$ cat config.mk
export PLATFORM = sky130hd
export DESIGN_NAME = xadc_sample_buffer_flat
export DESIGN_NICKNAME = d
export VERILOG_FILES = /design/src/rtl/xadc_pkg.sv /design/src/rtl/xadc_sample_buffer_if.sv /design/src/rtl/xadc_chan_accum.sv /design/src/rtl/xadc_sample_buffer.sv /design/src/flat_wrapper.sv
export SDC_FILE = /design/constraint.sdc
export NUM_CORES = 1
export LEC_CHECK = 0
export ABC_AREA = 1
export BUFFER_PORTS_ARGS = -buffer_cell sky130_fd_sc_hd__buf_2
export CORE_ASPECT_RATIO = 1.75
export CORE_MARGIN = 2
export CORE_UTILIZATION = 40
export CTS_CLUSTER_DIAMETER = 40
export DETAILED_ROUTE_END_ITERATION = 7
export SYNTH_ARGS = -nofsm -noshare
export SYNTH_HDL_FRONTEND = slang
export SYNTH_SLANG_ARGS = --single-unit
$ cat constraint.sdc
create_clock -name clk -period 6.55 [get_ports clk]
set_input_delay 0.9825 -clock clk [delete_from_list [all_inputs] [get_ports clk]]
set_output_delay 0.9825 -clock clk [all_outputs]
set_load 0.01 [all_outputs]
$ cat src/rtl/xadc_pkg.sv
// Shared definitions for the XADC auxiliary-input sample buffer.
//   - XADC channel numbers of the four captured auxiliary inputs
//   - slot register addresses
//   - capture FSM state type
//   - channel-to-slot-index lookup
package xadc_pkg;

  localparam logic [4:0] CH_AUX6  = 5'h16;
  localparam logic [4:0] CH_AUX14 = 5'h1E;
  localparam logic [4:0] CH_AUX7  = 5'h17;
  localparam logic [4:0] CH_AUX15 = 5'h1F;

  localparam logic [4:0] REG_DATA0  = 5'd0;
  localparam logic [4:0] REG_DATA1  = 5'd1;
  localparam logic [4:0] REG_DATA2  = 5'd2;
  localparam logic [4:0] REG_DATA3  = 5'd3;
  localparam logic [4:0] REG_STATUS = 5'd4;
  localparam logic [4:0] REG_CTRL   = 5'd5;
  localparam logic [4:0] REG_ERR    = 5'd6;

  localparam int unsigned NUM_CH   = 4;
  localparam int unsigned SAMPLE_W = 12;

  typedef enum logic [1:0] {IDLE, WAIT, ACCUM} state_t;

  typedef struct packed {
    logic       hit;
    logic [1:0] idx;
  } chan_map_t;

  function automatic chan_map_t map_channel(input logic [4:0] ch);
    chan_map_t m;
    m.hit = 1'b1;
    m.idx = 2'd0;
    case (ch)
      CH_AUX6:  m.idx = 2'd0;
      CH_AUX14: m.idx = 2'd1;
      CH_AUX7:  m.idx = 2'd2;
      CH_AUX15: m.idx = 2'd3;
      default:  m.hit = 1'b0;
    endcase
    return m;
  endfunction

endpackage

$ cat src/rtl/xadc_sample_buffer_if.sv
// Bus bundle for xadc_sample_buffer.
//   Slot side : cs, read, write, reg_addr, wr_data -> rd_data
//   XADC side : eoc, channel, drdy, adc_do
// master = Microblaze slot + XADC drivers, slave = the sample buffer.
interface xadc_sample_buffer_if;
  logic        cs;
  logic        read;
  logic        write;
  logic [4:0]  reg_addr;
  logic [31:0] wr_data;
  logic [31:0] rd_data;
  logic        eoc;
  logic [4:0]  channel;
  logic        drdy;
  logic [15:0] adc_do;

  modport master (
    output cs, read, write, reg_addr, wr_data, eoc, channel, drdy, adc_do,
    input  rd_data
  );

  modport slave (
    input  cs, read, write, reg_addr, wr_data, eoc, channel, drdy, adc_do,
    output rd_data
  );
endinterface

$ cat src/rtl/xadc_chan_accum.sv
// Per-channel averaging accumulator.
//   clk, reset : clock, async active-high reset
//   add_en     : add 'sample' this cycle
//   sample     : 12-bit conversion result
//   clr        : zero acc, cnt, avg and new flag (wins over everything)
//   rd_clr     : clear the new flag (loses to a same-cycle set)
//   avg        : last completed average
//   new_flag   : sticky "average updated" flag
module xadc_chan_accum
  import xadc_pkg::*;
#(
  parameter int unsigned AVG_LOG2 = 3
) (
  input  logic                clk,
  input  logic                reset,
  input  logic                add_en,
  input  logic [SAMPLE_W-1:0] sample,
  input  logic                clr,
  input  logic                rd_clr,
  output logic [SAMPLE_W-1:0] avg,
  output logic                new_flag
);

  localparam int unsigned AccW = SAMPLE_W + AVG_LOG2;
  localparam int unsigned CntW = AVG_LOG2 + 1;
  localparam logic [CntW-1:0] CntLast = CntW'((1 << AVG_LOG2) - 1);

  logic [AccW-1:0]     acc_q, acc_d, sum;
  logic [CntW-1:0]     cnt_q, cnt_d;
  logic [SAMPLE_W-1:0] avg_q, avg_d;
  logic                new_q, new_d;

  // 2^AVG_LOG2 full-scale samples fit exactly in AccW bits.
  assign sum = acc_q + AccW'(sample);

  always_comb begin
    acc_d = acc_q;
    cnt_d = cnt_q;
    avg_d = avg_q;
    new_d = new_q;
    if (rd_clr) new_d = 1'b0;
    if (clr) begin
      acc_d = '0;
      cnt_d = '0;
      avg_d = '0;
      new_d = 1'b0;
    end else if (add_en) begin
      if (cnt_q == CntLast) begin
        avg_d = sum[AccW-1:AVG_LOG2];
        acc_d = '0;
        cnt_d = '0;
        new_d = 1'b1;
      end else begin
        acc_d = sum;
        cnt_d = cnt_q + CntW'(1);
      end
    end
  end

  always_ff @(posedge clk or posedge reset) begin
    if (reset) begin
      acc_q <= '0;
      cnt_q <= '0;
      avg_q <= '0;
      new_q <= 1'b0;
    end else begin
      acc_q <= acc_d;
      cnt_q <= cnt_d;
      avg_q <= avg_d;
      new_q <= new_d;
    end
  end

  assign avg      = avg_q;
  assign new_flag = new_q;

endmodule

$ cat src/rtl/xadc_sample_buffer.sv
// XADC auxiliary-input sample buffer.
// Captures DRP results for aux6/14/7/15 after each end-of-conversion, averages
// 2^AVG_LOG2 samples per channel and exposes them on the Microblaze slot bus.
//   clk, reset : clock, async active-high reset
//   bus        : slot + XADC signals (xadc_sample_buffer_if.slave)
module xadc_sample_buffer
  import xadc_pkg::*;
#(
  parameter int unsigned AVG_LOG2 = 3,
  parameter int unsigned TIMEOUT  = 64
) (
  input  logic                  clk,
  input  logic                  reset,
  xadc_sample_buffer_if.slave   bus
);

  localparam int unsigned TimerW = (TIMEOUT > 1) ? $clog2(TIMEOUT) : 1;
  localparam logic [TimerW-1:0] TimerLast = TimerW'(TIMEOUT - 1);

  state_t              state_q;
  logic [1:0]          idx_q;
  logic [TimerW-1:0]   timer_q;
  logic [SAMPLE_W-1:0] sample_q;
  logic [15:0]         err_cnt_q;
  logic                enable_q;

  logic                slot_rd, slot_wr, ctrl_wr, err_wr, clear;
  logic                timeout, eoc_err;
  logic [16:0]         err_sum;
  chan_map_t           eoc_map;
  logic [SAMPLE_W-1:0] avg [NUM_CH];
  logic [NUM_CH-1:0]   new_flags;

  assign slot_rd = bus.cs & bus.read;
  assign slot_wr = bus.cs & bus.write;
  assign ctrl_wr = slot_wr && (bus.reg_addr == REG_CTRL);
  assign err_wr  = slot_wr && (bus.reg_addr == REG_ERR);
  assign clear   = ctrl_wr & bus.wr_data[1];
  assign eoc_map = map_channel(bus.channel);

  // A clear aborts the wait, so a coincident expiry is not an error.
  assign timeout = (state_q == WAIT) && !bus.drdy && (timer_q == TimerLast) && !clear;
  assign eoc_err = (state_q == WAIT) && bus.eoc;
  assign err_sum = {1'b0, err_cnt_q} + 17'(timeout) + 17'(eoc_err);

  always_ff @(posedge clk or posedge reset) begin
    if (reset) begin
      state_q  <= IDLE;
      idx_q    <= 2'd0;
      timer_q  <= '0;
      sample_q <= '0;
    end else if (clear) begin
      state_q <= IDLE;
    end else begin
      case (state_q)
        IDLE: begin
          if (bus.eoc && enable_q && eoc_map.hit) begin
            idx_q   <= eoc_map.idx;
            timer_q <= '0;
            state_q <= WAIT;
          end
        end
        WAIT: begin
          if (bus.drdy) begin
            sample_q <= bus.adc_do[15:4];
            state_q  <= ACCUM;
          end else if (timer_q == TimerLast) begin
            state_q <= IDLE;
          end else begin
            timer_q <= timer_q + TimerW'(1);
          end
        end
        ACCUM:   state_q <= IDLE;
        default: state_q <= IDLE;
      endcase
    end
  end

  always_ff @(posedge clk or posedge reset) begin
    if (reset) begin
      err_cnt_q <= '0;
    end else if (err_wr) begin
      err_cnt_q <= '0;
    end else if (err_sum[16]) begin
      err_cnt_q <= 16'hFFFF;
    end else begin
      err_cnt_q <= err_sum[15:0];
    end
  end

  always_ff @(posedge clk or posedge reset) begin
    if (reset) begin
      enable_q <= 1'b1;
    end else if (ctrl_wr) begin
      enable_q <= bus.wr_data[0];
    end
  end

  for (genvar n = 0; n < NUM_CH; n++) begin : g_chan
    xadc_chan_accum #(
      .AVG_LOG2 (AVG_LOG2)
    ) u_accum (
      .clk      (clk),
      .reset    (reset),
      .add_en   ((state_q == ACCUM) && (idx_q == 2'(n))),
      .sample   (sample_q),
      .clr      (clear),
      .rd_clr   (slot_rd && (bus.reg_addr == 5'(n))),
      .avg      (avg[n]),
      .new_flag (new_flags[n])
    );
  end

  always_comb begin
    bus.rd_data = '0;
    case (bus.reg_addr)
      REG_DATA0, REG_DATA1, REG_DATA2, REG_DATA3:
        bus.rd_data = {15'h0, avg[bus.reg_addr[1:0]], 4'h0, new_flags[bus.reg_addr[1:0]]};
      REG_STATUS: bus.rd_data = {28'h0, new_flags};
      REG_CTRL:   bus.rd_data = {31'h0, enable_q};
      REG_ERR:    bus.rd_data = {16'h0, err_cnt_q};
      default:    bus.rd_data = '0;
    endcase
  end

endmodule

$ cat src/flat_wrapper.sv
// flat-port wrapper written by rule: the top's interface ports become plain ports
module xadc_sample_buffer_flat import xadc_pkg::*;
#(
  parameter int unsigned AVG_LOG2 = 3,
  parameter int unsigned TIMEOUT  = 64
)
  (clk, reset, bus_cs, bus_read, bus_write, bus_reg_addr, bus_wr_data, bus_eoc, bus_channel, bus_drdy, bus_adc_do, bus_rd_data);
  xadc_sample_buffer_if bus_i ();
  input  logic clk;
  input  logic reset;
  input wire logic [$bits(bus_i.cs)-1:0] bus_cs;
  input wire logic [$bits(bus_i.read)-1:0] bus_read;
  input wire logic [$bits(bus_i.write)-1:0] bus_write;
  input wire logic [$bits(bus_i.reg_addr)-1:0] bus_reg_addr;
  input wire logic [$bits(bus_i.wr_data)-1:0] bus_wr_data;
  input wire logic [$bits(bus_i.eoc)-1:0] bus_eoc;
  input wire logic [$bits(bus_i.channel)-1:0] bus_channel;
  input wire logic [$bits(bus_i.drdy)-1:0] bus_drdy;
  input wire logic [$bits(bus_i.adc_do)-1:0] bus_adc_do;
  output wire logic [$bits(bus_i.rd_data)-1:0] bus_rd_data;
  assign bus_i.cs = bus_cs;
  assign bus_i.read = bus_read;
  assign bus_i.write = bus_write;
  assign bus_i.reg_addr = bus_reg_addr;
  assign bus_i.wr_data = bus_wr_data;
  assign bus_i.eoc = bus_eoc;
  assign bus_i.channel = bus_channel;
  assign bus_i.drdy = bus_drdy;
  assign bus_i.adc_do = bus_adc_do;
  assign bus_rd_data = bus_i.rd_data;
  xadc_sample_buffer #(.AVG_LOG2(AVG_LOG2), .TIMEOUT(TIMEOUT)) u_core (.clk(clk), .reset(reset), .bus(bus_i));
endmodule
==> Yosys cells after proc, flatten, opt, wreduce, memory -nomap -nowiden <==
Index checks and enable logic that the tools add are counted.
{ "totals": {"reg_bits": 167, "output_inout_bits": 32, "elab_cells": 176} }
{ "classes": {"n_addsub": 11, "mux": 71, "n_bitwise": 5, "n_eq_ne": 25, "reduce_logical": 40, "magnitude_cmp": 2} }
{ "ops": {"columns": ["operator", "n"], "rows": [
  ["15-bit two-way mux", 12],
  ["12-bit two-way mux", 14],
  ["17-bit case mux with 4 select lines", 1],
  ["15-bit by 12-bit adder with 15-bit output", 4],
  ["4-bit two-way mux", 12],
  ["16-bit two-way mux", 2],
  ["12-bit binary-select mux with 2-bit select", 1],
  ["5-bit equality test, second input constant", 4],
  ["1-bit two-way mux", 18],
  ["6-bit two-way mux", 3],
  ["2-bit nonzero test", 9],
  ["16-bit by 1-bit adder with 17-bit output", 1],
  ["17-bit by 1-bit adder with 17-bit output", 1],
  ["4-bit by 1-bit adder with 4-bit output, second input constant", 4],
  ["4-bit by 3-bit equality test with 1-bit output, second input constant", 4],
  ["1-bit logical AND", 16],
  ["5-bit by 3-bit equality test with 1-bit output, second input constant", 3],
  ["6-bit case mux with 2 select lines", 1],
  ["5-bit by 2-bit equality test with 1-bit output, second input constant", 2],
  ["2-bit AND reduction", 5],
  ["2-bit two-way mux", 4],
  ["4-bit OR reduction", 2],
  ["6-bit by 1-bit adder with 6-bit output, second input constant", 1],
  ["2-bit equality test, second input constant", 3],
  ["20 further kinds", 27]
]} }

==> Depth between registers and ports, before layout <==
Gate-level depths: netlist (run 1).
{ "logic_depth": {"ltp_word": 9, "ltp_mapped": 19} }

==> Hierarchy <==
From an unflattened synthesis (run 1), not the netlist that was laid out.
{ "unflattened": {"hier_cells": 1588, "area_unflattened_um2": 11155.7} }
{ "modules_own_cells": {"columns": ["module", "seq_area_each_um2", "cells_per_inst", "instances", "area_per_inst_um2"], "rows": [
  ["xadc_chan_accum (u_core.g_chan[1].u_accum ...)", 800.8, 288, 3, 2074.5],
  ["xadc_sample_buffer", 977.2, 436, 1, 2837.7],
  ["xadc_chan_accum (u_core.g_chan[0].u_accum)", 800.8, 288, 1, 2094.5]
]} }

==> Worst setup path after synthesis (run 1) <==
No wires, ideal clock.
{ "synth_path": {"kind": "input to register", "startpoint": "input bus_reg_addr[4]", "endpoint": "register u_core.err_cnt_q[9]", "arrival_time_ps": 3154, "setup_slack_ps": 3277, "cell_stages": 18, "n_path_buf": 2, "required_time_ps": 6430, "cell_sequence": "nor2_1 -> nand2_1 -> nor2_4 -> nand3_2 -> buf_2 -> buf_2 -> nand2_1 -> inv_1 -> fa_1 -> ha_1 -> nand2_1 -> nor2_2 -> nand4_1 -> nor2_1 -> nand2_2 -> o21ai_0 -> o21ai_0 -> inv_1"} }
{ "synth_between": {"elab_chain_len": 9} }
{ "synth_rtl": {"columns": ["element", "line_no", "rtl"], "rows": [
  ["start, declared", "flat_wrapper.sv:14", "input wire logic [$bits(bus_i.reg_addr)-1:0] bus_reg_addr;"],
  ["5-bit by 3-bit equality test with 1-bit output", "xadc_sample_buffer.sv:36", "assign ctrl_wr = slot_wr && (bus.reg_addr == REG_CTRL);"],
  ["1-bit logical AND", "xadc_sample_buffer.sv:36", null],
  ["1-bit AND", "xadc_sample_buffer.sv:38", "assign clear = ctrl_wr & bus.wr_data[1];"],
  ["1-bit logical NOT", "xadc_sample_buffer.sv:42", "assign timeout = (state_q == WAIT) && !bus.drdy && (timer_q == TimerLast) && !clear;"],
  ["1-bit logical AND", "xadc_sample_buffer.sv:42", null],
  ["16-bit by 1-bit adder with 17-bit output", "xadc_sample_buffer.sv:44", "assign err_sum = {1'b0, err_cnt_q} + 17'(timeout) + 17'(eoc_err);"],
  ["17-bit by 1-bit adder with 17-bit output", "xadc_sample_buffer.sv:44", null],
  ["16-bit two-way mux", "xadc_sample_buffer.sv:84", "end else if (err_sum[16]) begin"],
  ["16-bit two-way mux *", "xadc_sample_buffer.sv:82", "end else if (err_wr) begin"],
  ["end signal, assigned", "xadc_sample_buffer.sv:87", "err_cnt_q <= err_sum[15:0];"],
  ["end, declared", "xadc_sample_buffer.sv:24", "logic [15:0] err_cnt_q;"]
]} }
Every way passes the cells marked *; elsewhere a longest branch is shown, timed or not.
A chain may end at the register's enable or synchronous reset.

==> Worst setup path in the final report (run 1) <==
{ "layout_path": {"startpoint": "input bus_reg_addr[1]", "endpoint": "output bus_rd_data[0]"} }
{ "layout_between": {"elab_chain_len": 3} }
{ "layout_rtl": {"columns": ["element", "line_no", "rtl"], "rows": [
  ["5-bit by 2-bit equality test with 1-bit output (tied with other cells)", "xadc_sample_buffer.sv:116", "case (bus.reg_addr)"],
  ["4-bit OR reduction or 1-bit two-way mux (tied branches)", "xadc_sample_buffer.sv:116, xadc_sample_buffer.sv:118", null],
  ["17-bit case mux with 4 select lines *", "xadc_sample_buffer.sv:116", null],
  ["end, declared", "flat_wrapper.sv:20", "output wire logic [$bits(bus_i.rd_data)-1:0] bus_rd_data;"]
]} }
Every way passes the cells marked *; elsewhere a longest branch is shown, timed or not. The select of a mux whose other input is x is not followed.

==> flow_summary.ini, run 1 <==
[cells_and_area]
diodes = 0
drive_gt1_share_pct = 7.28
syn_to_final_growth_pct = 9.99
fillers = 2649
fin_nets = 1636

[power_and_ir_drop]
p_per_area_nw_per_um2 = 315
swShare_pct = 39.5
power_frac_seq_pct = 38.5
combPwrFrac_pct = 33.1
p_leak_nw = 6.51
pwr-share-clk_pct = 28.4
switching_power_mw = 1.44
intPower_mw = 2.21
irDropWorstVdd_mv = 0.180

[detailed_routing]
wl_um = 29200
routed_via_density = 5.14
ant_nets = 0
drt-initial-drc-count = 474
vias = 9491
drc = 0
wire_per_inst_um = 15.8
first_pass_iters = 5

[logic_synthesis]
avgSynthCellArea_um2 = 7.17
ys_ff_latch = 167
synth-compound-area-share_pct = 7.65
yosysSeqAreaShare_pct = 39.6
synth_cells = 1471
synthAdderAreaFrac_pct = 7.35
synth_edf_count = 0
yosys.area_share.simple_pct = 33.8
synthArstFlopShare_pct = 100
yosys.cell_types.count = 42
post_synth_xor_area_fraction_pct = 2.99
synth_flop_cell = dfrtp_1
yosys_warnings = 0
syn_area_um2 = 10600
synth_top_family_by_area = simple AND/OR/NAND/NOR gates
synth_mux_area_share_pct = 0

[grt]
grt_use_total_pct = 22.0
grt_max_degree = 92
grt_pass1_wl_um = 47400
grt_pass1_vias = 9365
antenna_found_initial = 0
grt_overflow = 0

[clock_network]
post_cts_resize_count = 0
cts_setup_buffers = 0
cts_tree = built
clkTransAtPathRegs_ps = 70
cts.htree.levels = 4
clk-insertion-delay-late_ps = 450
cts_buffers = 17
numClockSinks = 167
cts_hold_buf = 0
clockRootBuffer = clkbuf_16
clockBufferDepth = 2

[die]
ios = 97
die_area_um2 = 27700
start_util_pct = 40.6
fp.dieW_um = 127
coreArea_um2 = 26000
die_h_um = 219
row_count = 78

[timing]
slew_headroom_pct = 33.3
tns_ps = 0
fin_skew_ps = 8.59
fmax_mhz = 262
min_period_ps = 3820
setup_slack_ps = 2730
finalMaxSlewViolations = 0
hold_viol = 0
tightest_slew_ps = 1000
rsz0062_at_grt = no
setup_viol = 0
holdWs_ps = 490
fin_crit_sh_pct = 58.3

[place]
dp_hpwl_um = 22000
portBuffers = 47
place_congestion = 0.923
place_ws_ps = 2750

[flow_run]
cap_violations = 0

[worst_setup_path]
cp.arrival_ps = 2840
cp_slowest_cell = nor2_1
cp_num_buf_inv = 4
required_ps = 5570
worstPathCellList = buf_2 > inv_2 > nor2_1 > nand2_1 > inv_1 > nand2_1 > and3_1 > o31ai_1 > buf_2
start_kind = input port
end_kind = output port
path_class = input port to output port
cpPeakStageDelay_ps = 620
worst-path-max-fanout = 14
cp_top_family = simple AND/OR/NAND/NOR gates

[worst_hold_path]
hp-class = flop to flop

[run_status]
status = finished clean
-- power by group through the flow --
stage | logic [mW] | clock network (mW) | registers, mW
detailed placement | 1.20 | 0 | 1.42
CTS | 1.21 | 1.06 | 1.41
global placement | 1.18 | 0 | 1.42
floorplan | 0.943 | 0 | 1.32
finish | 1.21 | 1.04 | 1.41
global route | 1.38 | 1.10 | 1.42
-- cells in the mapped netlist (2+ instances only) --
library cell / instances / area (um2)
nand2_1: 576 / 2160
dfrtp_1: 166 / 4150
inv_1: 163 / 612
nand3_1: 111 / 556
nor2_1: 102 / 383
ha_1: 54 / 676
o21ai_0: 53 / 265
a21oi_1: 36 / 180
nand4_1: 29 / 181
xor2_1: 29 / 254
buf_2: 19 / 95.1
buf_4: 16 / 120
a22o_1: 14 / 123
nand3b_1: 10 / 75.1
nor3_1: 10 / 50.1
inv_2: 9 / 33.8
a22oi_1: 7 / 52.6
xnor2_1: 7 / 61.3
clkbuf_1: 5 / 18.8
fa_1: 5 / 100
nand2_2: 5 / 31.3
nor2_2: 5 / 31.3
a21boi_0: 4 / 30.0
and2_1: 4 / 25.0
o2111ai_1: 4 / 35.0
a21o_1: 3 / 22.5
or2_2: 3 / 18.8
a31oi_1: 2 / 12.5
buf_6: 2 / 22.5
nand3_2: 2 / 20.0
nor2_4: 2 / 22.5
o21a_1: 2 / 15.0
o22ai_1: 2 / 12.5
o31ai_1: 2 / 15.0
-- flip-flops by register name (all words and copies together) (netlist names) --
register	count
u_core.g_chan.u_accum.cnt_q	16
u_core.timer_q	6
u_core.idx_q	2
u_core.enable_q	1
u_core.state_q	2
u_core.sample_q	12
u_core.err_cnt_q	16
u_core.g_chan.u_accum.new_flag	4
u_core.g_chan.u_accum.avg	48
u_core.g_chan.u_accum.acc_q	60
-- final timing paths --
kind	start	to	slack (ps)	cells past startpoint
worst max-delay path	bus_reg_addr[1]	bus_rd_data[0]	2730	9
min in group asynchronous	reset	u_core.timer_q[3]	700	2
worst min register to register	u_core.g_chan[2].u_accum.acc_q[9]	u_core.g_chan[2].u_accum.acc_q[9]	490	2
worst max register to register	u_core.timer_q[0]	u_core.err_cnt_q[11]	3630	17
worst min-delay path	u_core.g_chan[2].u_accum.acc_q[9]	u_core.g_chan[2].u_accum.acc_q[9]	490	2
max in group asynchronous	reset	u_core.g_chan[1].u_accum.acc_q[12]	4320	3
-- logic make-up after synthesis --
| kind of cell | count (synthesis) |
|---|---|
| flip-flops | 167 |
| AO/OA/AOI/OAI | 133 |
| buffers and inverters | 215 |
| XOR/XNOR | 36 |
| adder cells (fa/ha/maj) | 59 |
| AND/OR/NAND/NOR | 860 |
| other | 1 |
-- layout by cell type (no fill, tap or decap), types with 7 or more instances in the layout --
cell         n
nand2_1    576
dfrtp_1    166
inv_1      162
nand3_1    111
nor2_1     102
ha_1        54
o21ai_0     53
buf_2       47
a21oi_1     36
xor2_1      29
nand4_1     29
clkbuf_16   17
conb_1      15
a22o_1      14
nor3_1      10
nand3b_1    10
inv_2        9
a22oi_1      7
xnor2_1      7
-- per-stage QoR --
| step | instance area (um2) | power (mW) | utilization, % | instances |
|---|---|---|---|---|
| 6_report | 11600 | 3.65 | 44.7 | 1845 |
| 5_1_grt | 11600 | 3.90 | 44.7 | 1845 |
| 4_1_cts | 11600 | 3.67 | 44.7 | 1845 |
| 3_5_place_dp | 11000 | 2.62 | 42.4 | 1813 |
| 3_3_place_gp | 11000 | 2.60 | 42.4 | 1813 |
| 2_1_floorplan | 10600 | 2.27 | - | 1485 |
-- worst reg2reg max path: stages (launching register included) --
cell	delay, ps
dfrtp_1	410
ha_1	200
nand2_1	60
inv_1	80
nand3_1	100
nor2_1	130
nand2_1	70
inv_1	90
fa_1	200
ha_1	190
nand2_1	70
nor2_2	210
nand4_1	220
nor2_1	330
nand3_1	250
nand3_1	150
nand2_1	50
inv_1	50
-- cell type report --
| type | instances | area (um2) | area share, % |
|---|---|---|---|
| Sequential cell | 167 | 4180 | 36.0 |
| Clock inverter | 15 | 169 | 1.46 |
| Tap cell | 320 | 400 | 3.45 |
| Multi-Input combinational cell | 1103 | 5520 | 47.5 |
| Timing Repair Buffer | 50 | 258 | 2.22 |
| Clock buffer | 17 | 425 | 3.67 |
| Inverter | 173 | 654 | 5.64 |
-- routing by layer --
layer / GRT usage (%) / routed length (um) / up-vias
met5: 0 / 0 / -
met4: 13.5 / 1700 / 0
met3: 2.22 / 749 / 64
met2: 40.5 / 15200 / 202
met1: 24.2 / 11500 / 4477
li1: - / - / 4748
Power figures use the tool's default switching activity.
==> inputs of run 2 (changes only) <==
--- a/config.mk
+++ b/config.mk
@@ -5,7 +5,7 @@
 export SDC_FILE = /design/constraint.sdc
 export NUM_CORES = 1
 export LEC_CHECK = 0
-export ABC_AREA = 1
+export ABC_AREA = 0
 export BUFFER_PORTS_ARGS = -buffer_cell sky130_fd_sc_hd__buf_2
 export CORE_ASPECT_RATIO = 1.75
 export CORE_MARGIN = 2
==> constraint.sdc (replaced) <==
create_clock -name clk -period 3.39 [get_ports clk]
set_input_delay 0.5085 -clock clk [delete_from_list [all_inputs] [get_ports clk]]
set_output_delay 0.5085 -clock clk [all_outputs]
set_load 0.01 [all_outputs]
==> run 2 against run 1 <==
Worst setup slack got worse by 2400 ps. Flip-flop and latch count is the same. Sequential share of layout area up 1.1 points. Largest cell class unchanged. Largest power group unchanged.
==> flow_summary.ini, run 2 <==
[place]
place_congestion = 0.845
portBuffers = 47
dp_hpwl_um = 20100
placed_cell_area_um2 = 10700

[worst_setup_path]
cp_top_family = compound AO/OA/AOI/OAI gates
cp_slowest_cell = a2111oi_2
cpPeakStageDelay_ps = 560
worst-path-max-fanout = 5
start_kind = flop
path_class = flop to flop
required_ps = 3720
cp_num_buf_inv = 0
end_kind = flop
worstPathCellList = ha_1 > fa_1 > a21oi_1 > o2111ai_1 > a2111oi_2 > o31ai_1 > a311oi_1 > nor3_1
cp.arrival_ps = 3390

[logic_synthesis]
synth_cells = 1053
syn_area_um2 = 10100
synthArstFlopShare_pct = 100
ys_ff_latch = 167
yosysSeqAreaShare_pct = 41.4
synthMostInstantiatedCell = dfrtp_1
synth_flop_cell = dfrtp_1
synth_area_leader_cell = dfrtp_1
yosys.cell_types.count = 74
yosys_warnings = 0
synthTopCellsByArea = dfrtp_1 41%, ha_1 6.7%, a22o_1 4.9%, nand2_1 4.8%, a21oi_1 4.0%
synth_top_area_share_pct = 41.1
synthTopCellsByCount = 166 x dfrtp_1, 128 x nand2_1, 80 x a21oi_1
avgSynthCellArea_um2 = 9.59
synth_edf_count = 0

[grt]
antenna_found_initial = 0
grt_overflow = 0
grt_use_total_pct = 21.5
grt_pass1_wl_um = 43500
grt_max_degree = 59
grt_pass1_vias = 8279

[detailed_routing]
vias = 8142
wl_um = 27000
first_pass_iters = 5
drt-initial-drc-count = 416
wire_per_inst_um = 19.0
drc = 0
routed_via_density = 5.73
ant_nets = 0

[cells_and_area]
drive_gt1_share_pct = 12.4
largest_register = u_core.g_chan.u_accum.acc_q
fin_nets = 1215
most-common-layout-cells = 166 x dfrtp_1, 128 x nand2_1, 80 x a21oi_1
final_common_cell = dfrtp_1
diodes = 0
largest_reg_flops = 60
fillers = 2463
fin_util_pct = 45.0
syn_to_final_growth_pct = 11.6
design_area_um2 = 11300

[timing]
setup_viol = 0
slew_headroom_pct = 22.6
tns_ps = 0
finalMaxSlewViolations = 0
rsz0062_at_grt = no
fmax_mhz = 327
fin_skew_ps = 8.87
hold_viol = 0
min_period_ps = 3060
tightest_slew_ps = 1160
fin_crit_sh_pct = 90.3

[clock_network]
cts_setup_buffers = 0
clockRootBuffer = clkbuf_16
cts_hold_buf = 0
cts.htree.levels = 4
cts_buffers = 17
numClockSinks = 167
cts_tree = built
clk-insertion-delay-late_ps = 450
clockBufferDepth = 2
clkTransAtPathRegs_ps = 70
post_cts_resize_count = 0

[power_and_ir_drop]
p_per_area_nw_per_um2 = 498
p_leak_nw = 5.28
irDropWorstVdd_mv = 0.425
fin_total_pwr_mw = 5.61

[run_status]
status = finished clean

[die]
row_count = 77
die_area_um2 = 26600
die_h_um = 214
ios = 97
start_util_pct = 40.3
fp.dieW_um = 124
coreArea_um2 = 25000

[flow_run]
cap_violations = 0

[worst_hold_path]
hp-class = input port to asynchronous set/reset pin
-- run 2: report_power, final --
part | leakage (nW) | switching, mW | internal (mW) | total [mW]
Combinational | 2.86 | 0.642 | 0.461 | 1.10
Clock | 0.304 | 0.853 | 1.21 | 2.06
Sequential | 2.12 | 0.263 | 2.18 | 2.45
-- run 2: routing by layer --
layer | vias to the layer above | routed length, um | global-route usage (%)
li1 | 3936 | - | -
met1 | 3970 | 10500 | 24.4
met2 | 176 | 14000 | 36.9
met3 | 60 | 1130 | 4.34
met4 | 0 | 1390 | 11.8
met5 | - | 0 | 0
-- run 2: final cells by class --
class / instances / area [um2] / area share, %
Clock buffer: 19 / 453 / 4.02
Inverter: 22 / 86.3 / 0.766
Multi-Input combinational cell: 815 / 5560 / 49.3
Sequential cell: 167 / 4180 / 37.1
Tap cell: 316 / 395 / 3.51
Timing Repair Buffer: 68 / 430 / 3.82
Clock inverter: 13 / 169 / 1.50
-- run 2: worst reg2reg max path: stages, from the launching register on --
cell,delay (ps)
dfrtp_1,500
ha_1,290
fa_1,420
a21oi_1,310
o2111ai_1,260
a2111oi_2,560
o31ai_1,220
a311oi_1,300
nor3_1,80
-- run 2: path summary, 6_finish.rpt --
check	end	slack [ps]	startpoint	depth (start not counted)
setup / recovery	u_core.g_chan[1].u_accum.avg[11]	330	u_core.sample_q[0]	8
hold / removal	u_core.err_cnt_q[12]	220	reset	2
setup reg to reg	u_core.g_chan[1].u_accum.avg[11]	330	u_core.sample_q[0]	8
hold reg to reg	u_core.g_chan[2].u_accum.cnt_q[3]	490	u_core.g_chan[2].u_accum.cnt_q[3]	1
max in group asynchronous	u_core.enable_q	2400	reset	3
min in group clk	u_core.sample_q[11]	240	bus_adc_do[15]	3
-- run 2: logic make-up after synthesis --
group                      after synthesis  share of synthesized area (%)
and+or+nand+nor                        348                           16.8
AOI/OAI and AO/OA                      308                           20.5
DFF                                    167                           41.4
buffers and inverters                   85                           4.20
adders and majority gates               59                           7.68
xor gates and xnor gates                57                           4.94
muxes                                   28                           4.42
other                                    1                         0.0371
-- run 2: stage by stage --
stage | setup WS (ps) | instances | hold slack, ps
global placement | 265 | 1388 | 465
CTS | 361 | 1420 | 224
detailed placement | 188 | 1388 | 474
global route | 101 | 1420 | 240
floorplan | 72.5 | 1067 | 442
finish | 328 | 1420 | 216
